### src/rtl/chip8_ps2_keypad.sv
// chip8_ps2_keypad
// PS/2 receiver plus scan-code set 2 decoder that drives the 16-key CHIP-8
// hex keypad state. Everything runs in the clk_sys domain.
// Optional build macro: CHIP8_PS2_PARITY_CHECK_EN enables odd-parity checking.
// When it is undefined, the parity bit is still captured but not checked.

module chip8_ps2_keypad #(
   parameter int TIMEOUT_CYCLES = 50000
) (
   input  logic        clk_sys,
   input  logic        reset,
   input  logic        ps2_clk,
   input  logic        ps2_dat,
   output logic [15:0] keys,
   output logic        key_any,
   output logic [3:0]  key_last,
   output logic        key_event,
   output logic [7:0]  rx_byte,
   output logic        rx_strobe,
   output logic        frame_err
);

   localparam int TW = $clog2(TIMEOUT_CYCLES + 1);

   typedef enum logic [1:0] {IDLE, DATA, PARITY, STOP} frameState_t;

   frameState_t r_state, w_nextState;

   logic [1:0]    r_clkSync, r_datSync;
   logic          r_clkPrev;
   logic [7:0]    r_shift;
   logic [2:0]    r_bitCount;
   logic          r_parityBit;
   logic [TW-1:0] r_timeoutCnt;
   logic          r_ext, r_brk;

   logic          w_fall, w_sample, w_timeout, w_parityGood, w_parityOk;
   logic          w_strobe, w_err;
   logic          w_mapped;
   logic [3:0]    w_keyIdx;

   // Two-flop synchronisers on both PS/2 lines, plus the previous-clock register for edge detection
   always_ff @(posedge clk_sys) begin
      if (reset) begin
         r_clkSync <= 2'b11;
         r_datSync <= 2'b11;
         r_clkPrev <= 1'b1;
      end else begin
         r_clkSync <= {r_clkSync[0], ps2_clk};
         r_datSync <= {r_datSync[0], ps2_dat};
         r_clkPrev <= r_clkSync[1];
      end
   end

   assign w_fall       = r_clkPrev & ~r_clkSync[1];
   assign w_sample     = r_datSync[1];
   assign w_timeout    = (r_state != IDLE) && !w_fall &&
                         (r_timeoutCnt == TW'(TIMEOUT_CYCLES - 1));
   assign w_parityGood = ^{r_shift, r_parityBit};

`ifdef CHIP8_PS2_PARITY_CHECK_EN
   assign w_parityOk = w_parityGood;
`else
   assign w_parityOk = w_parityGood | 1'b1;
`endif

   // Frame state register
   always_ff @(posedge clk_sys) begin
      if (reset) r_state <= IDLE;
      else       r_state <= w_nextState;
   end

   // Frame next-state logic; a falling edge always takes priority over a timeout
   always_comb begin
      w_nextState = r_state;
      w_strobe    = 1'b0;
      w_err       = 1'b0;
      if (w_fall) begin
         case (r_state)
            IDLE:    if (!w_sample) w_nextState = DATA;
            DATA:    if (r_bitCount == 3'd7) w_nextState = PARITY;
            PARITY:  w_nextState = STOP;
            STOP: begin
               w_nextState = IDLE;
               if (w_sample && w_parityOk) w_strobe = 1'b1;
               else                        w_err    = 1'b1;
            end
            default: w_nextState = IDLE;
         endcase
      end else if (w_timeout) begin
         w_nextState = IDLE;
         w_err       = 1'b1;
      end
   end

   // Frame datapath: shifter, bit counter, parity capture, timeout counter and receive outputs
   always_ff @(posedge clk_sys) begin
      if (reset) begin
         r_shift      <= 8'd0;
         r_bitCount   <= 3'd0;
         r_parityBit  <= 1'b0;
         r_timeoutCnt <= '0;
         rx_byte      <= 8'd0;
         rx_strobe    <= 1'b0;
         frame_err    <= 1'b0;
      end else begin
         rx_strobe <= w_strobe;
         frame_err <= w_err;
         if (w_strobe) rx_byte <= r_shift;
         if (w_fall) begin
            r_timeoutCnt <= '0;
            if (r_state == IDLE) r_bitCount <= 3'd0;
            if (r_state == DATA) begin
               r_shift    <= {w_sample, r_shift[7:1]};
               r_bitCount <= r_bitCount + 3'd1;
            end
            if (r_state == PARITY) r_parityBit <= w_sample;
         end else if (r_state != IDLE && !w_timeout) begin
            r_timeoutCnt <= r_timeoutCnt + TW'(1);
         end else begin
            r_timeoutCnt <= '0;
         end
      end
   end

   // Scan code set 2 to CHIP-8 hex key lookup
   always_comb begin
      w_mapped = 1'b1;
      w_keyIdx = 4'h0;
      case (rx_byte)
         8'h16: w_keyIdx = 4'h1;
         8'h1E: w_keyIdx = 4'h2;
         8'h26: w_keyIdx = 4'h3;
         8'h25: w_keyIdx = 4'hC;
         8'h15: w_keyIdx = 4'h4;
         8'h1D: w_keyIdx = 4'h5;
         8'h24: w_keyIdx = 4'h6;
         8'h2D: w_keyIdx = 4'hD;
         8'h1C: w_keyIdx = 4'h7;
         8'h1B: w_keyIdx = 4'h8;
         8'h23: w_keyIdx = 4'h9;
         8'h2B: w_keyIdx = 4'hE;
         8'h1A: w_keyIdx = 4'hA;
         8'h22: w_keyIdx = 4'h0;
         8'h21: w_keyIdx = 4'hB;
         8'h2A: w_keyIdx = 4'hF;
         default: w_mapped = 1'b0;
      endcase
   end

   // Make/break decoder: prefix flags, keypad state, and new-press event reporting
   always_ff @(posedge clk_sys) begin
      if (reset) begin
         r_ext     <= 1'b0;
         r_brk     <= 1'b0;
         keys      <= 16'd0;
         key_last  <= 4'd0;
         key_event <= 1'b0;
      end else begin
         key_event <= 1'b0;
         if (rx_strobe) begin
            if (rx_byte == 8'hE0) begin
               r_ext <= 1'b1;
            end else if (rx_byte == 8'hF0) begin
               r_brk <= 1'b1;
            end else begin
               if (!r_ext && w_mapped) begin
                  if (r_brk) begin
                     keys[w_keyIdx] <= 1'b0;
                  end else begin
                     keys[w_keyIdx] <= 1'b1;
                     if (!keys[w_keyIdx]) begin
                        key_last  <= w_keyIdx;
                        key_event <= 1'b1;
                     end
                  end
               end
               r_ext <= 1'b0;
               r_brk <= 1'b0;
            end
         end
      end
   end

   assign key_any = |keys;

endmodule

### config.mk
export PLATFORM = sky130hd
export DESIGN_NAME = chip8_ps2_keypad
export DESIGN_NICKNAME = d
export VERILOG_FILES = /design/src/rtl/chip8_ps2_keypad.sv
export SDC_FILE = /design/constraint.sdc
export NUM_CORES = 1
export LEC_CHECK = 0
export ABC_CLOCK_PERIOD_IN_PS = 2800
export BUFFER_PORTS_ARGS = -buffer_cell sky130_fd_sc_hd__buf_2
export CORE_UTILIZATION = 45
export CTS_CLUSTER_DIAMETER = 60
export CTS_CLUSTER_SIZE = 10
export DETAILED_ROUTE_END_ITERATION = 6
export GPL_ROUTABILITY_DRIVEN = 1
export PLACE_DENSITY = 0.6
export SLEW_MARGIN = 20
export SYNTH_ARGS = -nofsm -noshare
export SYNTH_HDL_FRONTEND = slang
export SYNTH_SLANG_ARGS = --single-unit
### constraint.sdc
create_clock -name clk_sys -period 2.8 [get_ports clk_sys]
set_input_delay 0.14 -clock clk_sys [delete_from_list [all_inputs] [get_ports clk_sys]]
set_output_delay 0.14 -clock clk_sys [all_outputs]
set_load 0.01 [all_outputs]
======== After elaboration in Yosys (flattened, before gate mapping) ========
Index checks and enable logic that the tools add are counted.
word-level totals
  register bits ........................... 67
  word-level logic and storage cells ...... 105
  output and inout bits ................... 32
operators by class
  bitwise operators ....................... 12
  multiplexer cells ....................... 25
  $add $sub $neg .......................... 2
  equal/unequal tests ..................... 26
  order comparisons ....................... 2
  reductions and logical operators ........ 23
operators with widths
  cell                                                                          count
  8-bit by 6-bit equality test with 1-bit output, second input constant         9
  4-bit one-hot mux with 15 select lines                                        1
  8-bit by 5-bit equality test with 1-bit output, second input constant         7
  16-bit OR reduction                                                           2
  16-bit by 1-bit adder with 16-bit output, second input constant               1
  16-bit AND                                                                    1
  16-bit equality test, second input constant                                   1
  8-bit equality test, second input constant                                    2
  16-bit two-way mux                                                            1
  16-bit inverter                                                               1
  16-bit OR                                                                     1
  1-bit two-way mux                                                             14
  2-bit two-way mux                                                             4
  1-bit inverter                                                                8
  2-bit one-hot mux with 4 select lines                                         1
  2-bit AND reduction                                                           4
  3-bit two-way mux                                                             2
  3-bit inequality test, second input constant                                  2
  6-bit AND reduction                                                           1
  2-bit nonzero test                                                            3
  6-bit OR reduction                                                            1
  1-bit logical AND                                                             5
  4-bit by 5-bit less-than comparator with 1-bit output, second input constant  1
  1-bit binary-select mux with 4-bit select                                     1
  other kinds (13)                                                              16

======== Longest topological paths before layout ========
Gate-level depths: netlist of the first run.
  depth after elaboration ................. 9
  mapped depth ............................ 11

======== Worst setup path after synthesis of the first run ========
No wires, ideal clock.
  path kind ............................... register to register
  from .................................... register rx_byte[3]
  to ...................................... register key_last[0]
  clock period less this slack ............ 2524 ps
  buffers on the path ..................... 3
  stages on the path, launching flop included .. 12
  slack ................................... 276 ps
  arrival time ............................ 2403 ps
  path through ............................ dfxtp_1 > clkbuf_1 > buf_2 > nor3b_1 > o211ai_1 > a21bo_2 > buf_2 > mux2i_1 > nor4b_1 > nor2_1 > nand2_1 > mux2_2
on the way
  longest elaborated chain between the ends .. 6
ends and longest elaborated chain
  element                                                                                                                  RTL line  text
  start, declared                                                                                                          18        output logic [7:0] rx_byte,
  start signal, assigned                                                                                                   109       if (w_strobe) rx_byte <= r_shift;
  8-bit by 6-bit equality test with 1-bit output / 8-bit by 5-bit equality test with 1-bit output (equally long branches)  130       case (rx_byte)
  4-bit one-hot mux with 15 select lines                                                                                   130
  1-bit binary-select mux with 4-bit select                                                                                172       if (!keys[w_keyIdx]) begin
  1-bit two-way mux (implied by the code)                                                                                  172
  1-bit inverter (no line)                                                                                                 n/a
  6-bit AND reduction (no line)                                                                                            n/a
  end signal, assigned                                                                                                     173       key_last <= w_keyIdx;
  end, declared                                                                                                            16        output logic [3:0] key_last,
Parallel ways exist; a longest one is shown, timed or not. The select of a mux whose other input is x is not followed.
A chain may end at the register's enable or synchronous reset.

==> summary.txt, run 1 <==
Timing
  – Number of setup violations in the final report: 0
  – Final min period: 2.64 ns
  – Aggregate negative setup slack: 0 ns
  – Hold Slack: 0.259 ns
  – Slew at the pin closest to its max-slew limit: 0.631 ns
  – Normalized max-slew margin: 57.9%
  – Fin crit share: 94.3%
  – Setup repair after global routing missed its margin: false
  – Pins over their slew limit: 0
  – Final-report hold violation count: 0
  – Highest attainable clock frequency: 0.379 GHz
  – Final WS setup: 0.159 ns
  – Post-Route Skew: 0.00810 ns

Yosys
  – Mapped Nets: 420
  – Leading register cell type out of synthesis: dfxtp_1
  – Synth top area share: 41.4%
  – Count of different cell masters after synthesis: 50
  – Count of mapped cells out of synthesis: 409
  – Synth Register Bits: 67
  – Seq/Total Area, Yosys: 41.4%
  – Number of enable flip-flop cells after synthesis: 0
  – Synth area leaders: dfxtp_1 41%, nor2_1 6.5%, nand2_1 6.4%
  – Cell area after synthesis: 3240 µm²
  – Synth area leader: dfxtp_1
  – Most frequent cell after synthesis: dfxtp_1
  – Count of warnings emitted by yosys: 0
  – Mean Syn Cell Area: 7.93 µm²
  – Share of synthesized flip-flops with an asynchronous set or reset: 0%
  – Post-synth top cells: 67 x dfxtp_1, 56 x nor2_1, 55 x nand2_1

Worst hold path
  – Hold_sp: reset
  – Tightest Hold Check Type: input port to flip-flop
  – Number of instances on the worst hold path: 2

Placement
  – Half-perimeter wire length after placement: 5590 µm
  – Placed cell count: 534
  – Weighted congestion at the end of routability-driven global placement: 0.894
  – Dpl ws: 0.150 ns
  – Port-buffer cells: 35
  – Post-placement cell area: 3580 µm²

Global route
  – Overall routing resource usage: 22.4%
  – Antenna violations before repair: 0
  – Number of global-route vias before repair: 2,679
  – Global-route wire length before repair: 13,000 µm
  – Maximum number of pins on one net before global-route repair: 29
  – Sum of overflow across all layers after global routing: 0

Worst setup path
  – Worst path buffer plus inverter count: 1
  – Cell chain of the critical path: or4b_4 > nor2_1 > a221o_1 > inv_1 > or3_1 > or3_1 > a21oi_1
  – Origin of the worst setup path: rx_byte[5]
  – Element type at the critical path start: flip-flop
  – Worst Path Required: 3.07 ns
  – Worst Path Arrival: 2.91 ns
  – Maximum fanout along the worst path: 9
  – Worst reg-to-reg setup slack: 0.16 ns
  – Startpoint of the lowest-slack register-to-register path: rx_byte[5]
  – Critical path class: flip-flop to flip-flop
  – Worst R2R Path Depth: 7
  – CP Capture Type: flip-flop
  – CP max-delay cell: or4b_4
  – Max incr delay on CP: 0.55 ns
  – Most common cell on crit path: or3_1
  – Family with the most delay on the worst path: simple AND/OR/NAND/NOR gates

Finish
  – Final non-filler cell total: 551
  – Antenna diode instance count: 0
  – Final layout net count: 462
  – Share of post-route cells with drive strength above 1: 18.0%
  – Post-layout util: 55.2%
  – Area Overhead vs Synth: 17.0%
  – Area of all placed cells without fillers: 3790 µm²

CTS
  – Skew-Pair Late Insertion Delay: 0.34 ns
  – Max clock buf depth: 2
  – Sink count of the clock tree: 67
  – Clock transition at the register clock pins on the worst setup and hold paths after CTS: 0.07 ns
  – Cts bufs inserted: 9
  – Post-CTS setup repair buffer count: 0
  – H-tree depth: 3
  – Clock tree from TritonCTS: yes
  – Buffer type at the clock tree root: clkbuf_8

Power
  – Internal Dissipation: 1.42 mW
  – Switching fraction of total power: 20.6%
  – Peak VDD IR: 0.000352 V
  – Logic pwr share: 1.5%
  – Sequential fraction of design power: 53.6%
  – Pwr/cell area: 471 nW/µm²
  – Part of the total power dissipated in the clock network: 45.0%
  – Lkg Pwr: 1.41 nW
  – Reported net switching power: 369 µW
  – Overall power of the completed layout: 1.79 mW

Route
  – Length of the first detailed-routing pass in iterations: 4
  – Avg Vias per Cell: 5.43
  – Count of antenna-violating nets left after detailed routing: 0
  – Via total after detailed routing: 2,994
  – DRC violations left: 0
  – Wire per inst: 14.2 µm
  – Total Routed Length: 7820 µm
  – Initial drt markers: 170

Die
  – Die outline area: 7550 µm²
  – Boundary pin count: 36
  – FP Rows: 30
  – Die H: 86.9 µm
  – Width of the chip: 86.9 µm
  – Placeable core area: 6870 µm²
  – Initial Util: 47.2%

Job
  – Max-capacitance violation count: 0

Run status
  – Status: finished clean
[metal layers]
metal	track usage, %	vias to the layer above	routed length (µm)
met2	33.0	86	3450
met5	0	-	0
met4	10.6	0	183
li1	-	1506	-
met1	31.5	1385	3800
met3	4.08	17	386
[power groups by stage]
stage               sequential, mW  clock, mW  combinational [mW]
floorplan                    0.979          0              0.0176
global placement             0.980          0              0.0243
detailed placement           0.980          0              0.0244
CTS                          0.958      0.825              0.0265
global route                 0.957      0.871              0.0293
finish                       0.958      0.804              0.0260
[layout by cell type (no fill, tap or decap), types with 10 or more instances in the layout]
master	count
dfxtp_1	67
nor2_1	56
nand2_1	55
a21oi_1	40
buf_2	35
buf_4	18
o21ai_0	17
inv_1	13
or3_1	13
a211oi_1	12
clkbuf_8	11
xor2_1	10
[how the worst max path moves through the flow]
stage          cells past startpoint  slack (ns)          end
2_1_floorplan                     11        0.28  key_last[0]
4_1_cts                            7        0.12    flip-flop
3_3_place_gp                       7        0.18    flip-flop
6_report                           7        0.16    flip-flop
3_5_place_dp                       7        0.15    flip-flop
5_1_grt                           11      0.0006  key_last[1]
[final cells by class]
type	count	area [µm²]
Clock buffer	13	159
Clock inverter	2	35.0
Tap cell	96	120
Timing Repair Buffer	55	330
Fill cell	674	3080
Inverter	13	48.8
Multi-Input combinational cell	305	1760
Sequential cell	67	1340
[timing repair]
action / in CTS / in global routing
gates resized for setup: 0 / 1
hold buffers: 2 / 0
endpoints found under the hold margin: 2 / 0
setup endpoints to repair: 0 / 13
[kinds of logic after synthesis]
family | Yosys count | synth area share [%]
compound gates | 91 | 17.4
xor+xnor | 15 | 4.05
fa+ha+maj | 7 | 2.70
buf+inv | 37 | 4.51
flops | 67 | 41.4
mux | 6 | 2.01
simple gates | 186 | 27.9
[worst reg2reg max path, delay by kind of cell, from the launching register on]
| kind | cells | cell delay [ns] |
|---|---|---|
| AOI/OAI and AO/OA | 2 | 0.43 |
| and+or+nand+nor | 4 | 1.56 |
| DFF | 1 | 0.47 |
| buffers and inverters | 1 | 0.12 |
Note: power is estimated with default switching activity, not from simulation.
==> run 2: changes to the inputs <==
--- a/config.mk
+++ b/config.mk
@@ -5,6 +5,7 @@
 export SDC_FILE = /design/constraint.sdc
 export NUM_CORES = 1
 export LEC_CHECK = 0
+export ABC_AREA = 1
 export ABC_CLOCK_PERIOD_IN_PS = 2800
 export BUFFER_PORTS_ARGS = -buffer_cell sky130_fd_sc_hd__buf_2
 export CORE_UTILIZATION = 45
==> run 2 against run 1 <==
Via count rose by 3.4%. Critical path depth rose by 5. Core utilization fell by 0.45 points. Non-clock buffer count fell by 16. Synthesized cell count rose by 13%. Total power rose by 6.7%. Worst hold slack got worse by 0.067 ns. Maximum frequency rose by 11%. Clock power rose by 13%. Routed wire length fell by 0.26%. Sequential share of layout area rose by 0.094 points. First-iteration DRC count rose by 48%.
==> summary.txt, run 2 <==
Run status
  – Status: finished clean

Timing
  – Final min period: 2.38 ns
  – Slew at the pin closest to its max-slew limit: 0.589 ns
  – Normalized max-slew margin: 60.6%
  – Post-Route Skew: 0.00565 ns
  – Number of setup violations in the final report: 0
  – Pins over their slew limit: 0
  – Final-report hold violation count: 0
  – Setup repair after global routing missed its margin: false
  – Aggregate negative setup slack: 0 ns
  – Highest attainable clock frequency: 0.420 GHz
  – Fin crit share: 85.0%

Global route
  – Sum of overflow across all layers after global routing: 0
  – Maximum number of pins on one net before global-route repair: 32
  – Global-route wire length before repair: 13,200 µm
  – Overall routing resource usage: 22.5%
  – Number of global-route vias before repair: 2,782
  – Antenna violations before repair: 0

Route
  – Count of antenna-violating nets left after detailed routing: 0
  – Length of the first detailed-routing pass in iterations: 5
  – Via total after detailed routing: 3,096
  – Routed metal-1 wirelength: 3730 µm
  – Detailed-routed wire length on met2: 3340 µm
  – Top routing layer in use: met4
  – Initial drt markers: 251
  – Wire per inst: 13.0 µm
  – Total Routed Length: 7800 µm
  – Routed wire length on met3: 587 µm
  – DRC violations left: 0
  – Avg Vias per Cell: 5.15

Worst hold path
  – Hold_sp: reset
  – Tightest Hold Check Type: input port to flip-flop

CTS
  – Buffer type at the clock tree root: clkbuf_8
  – Max clock buf depth: 2
  – Total of hold buffers inserted after clock tree synthesis: 2
  – Skew-Pair Late Insertion Delay: 0.34 ns
  – H-tree depth: 3
  – Cts bufs inserted: 9
  – Cells resized by post-CTS repair: 0
  – Post-CTS setup repair buffer count: 0
  – Clock tree from TritonCTS: yes
  – Sink count of the clock tree: 67
  – Clock transition at the register clock pins on the worst setup and hold paths after CTS: 0.08 ns

Power
  – Lkg Pwr: 1.70 nW
  – Peak VDD IR: 0.000297 V
  – Pwr/cell area: 504 nW/µm²

Placement
  – Weighted congestion at the end of routability-driven global placement: 0.910
  – Post-placement cell area: 3540 µm²
  – Half-perimeter wire length after placement: 5680 µm
  – Placed cell count: 583
  – Port-buffer cells: 35

Worst setup path
  – Critical path class: flip-flop to flip-flop
  – Element type at the critical path start: flip-flop
  – Maximum fanout along the worst path: 16
  – CP Capture Type: flip-flop
  – Worst Path Required: 3.03 ns
  – Origin of the worst setup path: rx_byte[4]
  – Worst Path Arrival: 2.61 ns
  – Startpoint of the lowest-slack register-to-register path: rx_byte[4]

Yosys
  – Count of mapped cells out of synthesis: 461
  – Post-synth top cells: 79 x nand2_1, 67 x dfxtp_1, 64 x nor2_1
  – Synth area leaders: dfxtp_1 41%, nand2_1 9.0%, nor2_1 7.3%
  – Most frequent cell after synthesis: nand2_1
  – Count of warnings emitted by yosys: 0
  – Mapped Nets: 472
  – Synth area leader: dfxtp_1
  – Count of different cell masters after synthesis: 32
  – Mean Syn Cell Area: 7.12 µm²
  – Share of synthesized flip-flops with an asynchronous set or reset: 0%
  – Leading register cell type out of synthesis: dfxtp_1
  – Cell area after synthesis: 3280 µm²
  – Seq/Total Area, Yosys: 40.8%
  – Synth top area share: 40.8%
  – Synth Register Bits: 67
  – Number of enable flip-flop cells after synthesis: 0

Die
  – Initial Util: 47.6%
  – Die H: 87.4 µm
  – FP Rows: 30
  – Width of the chip: 87.4 µm
  – Die outline area: 7640 µm²
  – Boundary pin count: 36
  – Placeable core area: 6910 µm²

Finish
  – Final layout net count: 511
  – Area of all placed cells without fillers: 3780 µm²
  – Antenna diode instance count: 0
  – Area Overhead vs Synth: 15.2%
  – Final non-filler cell total: 601
  – Leading cell types in the layout, fill and taps excluded: 79 x nand2_1, 67 x dfxtp_1, 64 x nor2_1, 42 x a21oi_1, 41 x o21ai_0
  – Most common cell after layout, fill and taps aside: nand2_1
  – Share of post-route cells with drive strength above 1: 20.6%

Job
  – Max-capacitance violation count: 0
[run 2: changes by cell type in the layout (fill, tap and decap cells not counted), moves of 9 or more]
cell	delta
a211oi_1	-11
buf_4	-16
inv_1	+23
inv_2	+13
nand2_1	+24
nand2_2	+20
nand3_1	+12
nand4_1	+9
nor2b_1	-9
o21ai_0	+24
or3_1	-13
[run 2: report_power, final]
| part | internal [mW] | switching (mW) | total, mW |
|---|---|---|---|
| clock network | 0.525 | 0.384 | 0.909 |
| registers | 0.957 | 0.00246 | 0.959 |
| logic | 0.0130 | 0.0252 | 0.0381 |
[run 2: worst paths after layout]
check / to / slack, ns / cells after the start
setup / recovery: flip-flop / 0.42 / 12
hold / removal: r_state[0] / 0.19 / 2
setup reg to reg: flip-flop / 0.42 / 12
hold reg to reg: r_clkSync[1] / 0.41 / 1
[run 2: worst max-delay path: stages, from the launching register on]
cell and delay (ns):
dfxtp_1 0.34, inv_2 0.08, nand2_2 0.07, nor2_4 0.33
nand2_1 0.17, nand2_2 0.12, nor2_4 0.07, nand4_1 0.11
nand2_1 0.32, inv_1 0.30, nand3_1 0.15, o21ai_1 0.15
a21oi_1 0.05
[run 2: routing by layer]
layer	up-vias	global-route usage [%]
li1	1585	-
met1	1388	31.5
met2	112	33.7
met3	11	4.27
met4	0	9.54
met5	-	0
[run 2: logic make-up (layout without fill, tap and decap cells)]
kind of cell             Yosys count  in the layout  synth area share, %
AO/OA/AOI/OAI                     93             93                 14.6
adder cells (fa/ha/maj)            7              7                 2.67
buffers and inverters             61            105                 7.47
flip-flops                        67             67                 40.8
AND/OR/NAND/NOR                  230            230                 33.6
XOR/XNOR                           3              3                0.800
[run 2: cell type report]
type                            count  area, µm²
Clock buffer                       10        138
Clock inverter                      6       88.8
Fill cell                         701       3120
Inverter                           50        188
Multi-Input combinational cell    333       1700
Sequential cell                    67       1340
Tap cell                           96        120
Timing Repair Buffer               39        210
[run 2: stage by stage]
stage	setup WS (ns)	utilization [%]	power (mW)	hold WS (ns)
global placement	0.601	51.2	1.02	0.325
floorplan	0.922	-	1.01	0.244
finish	0.421	54.8	1.91	0.192
detailed placement	0.513	51.2	1.02	0.327
global route	0.153	54.8	1.98	0.220
CTS	0.504	54.8	1.93	0.183
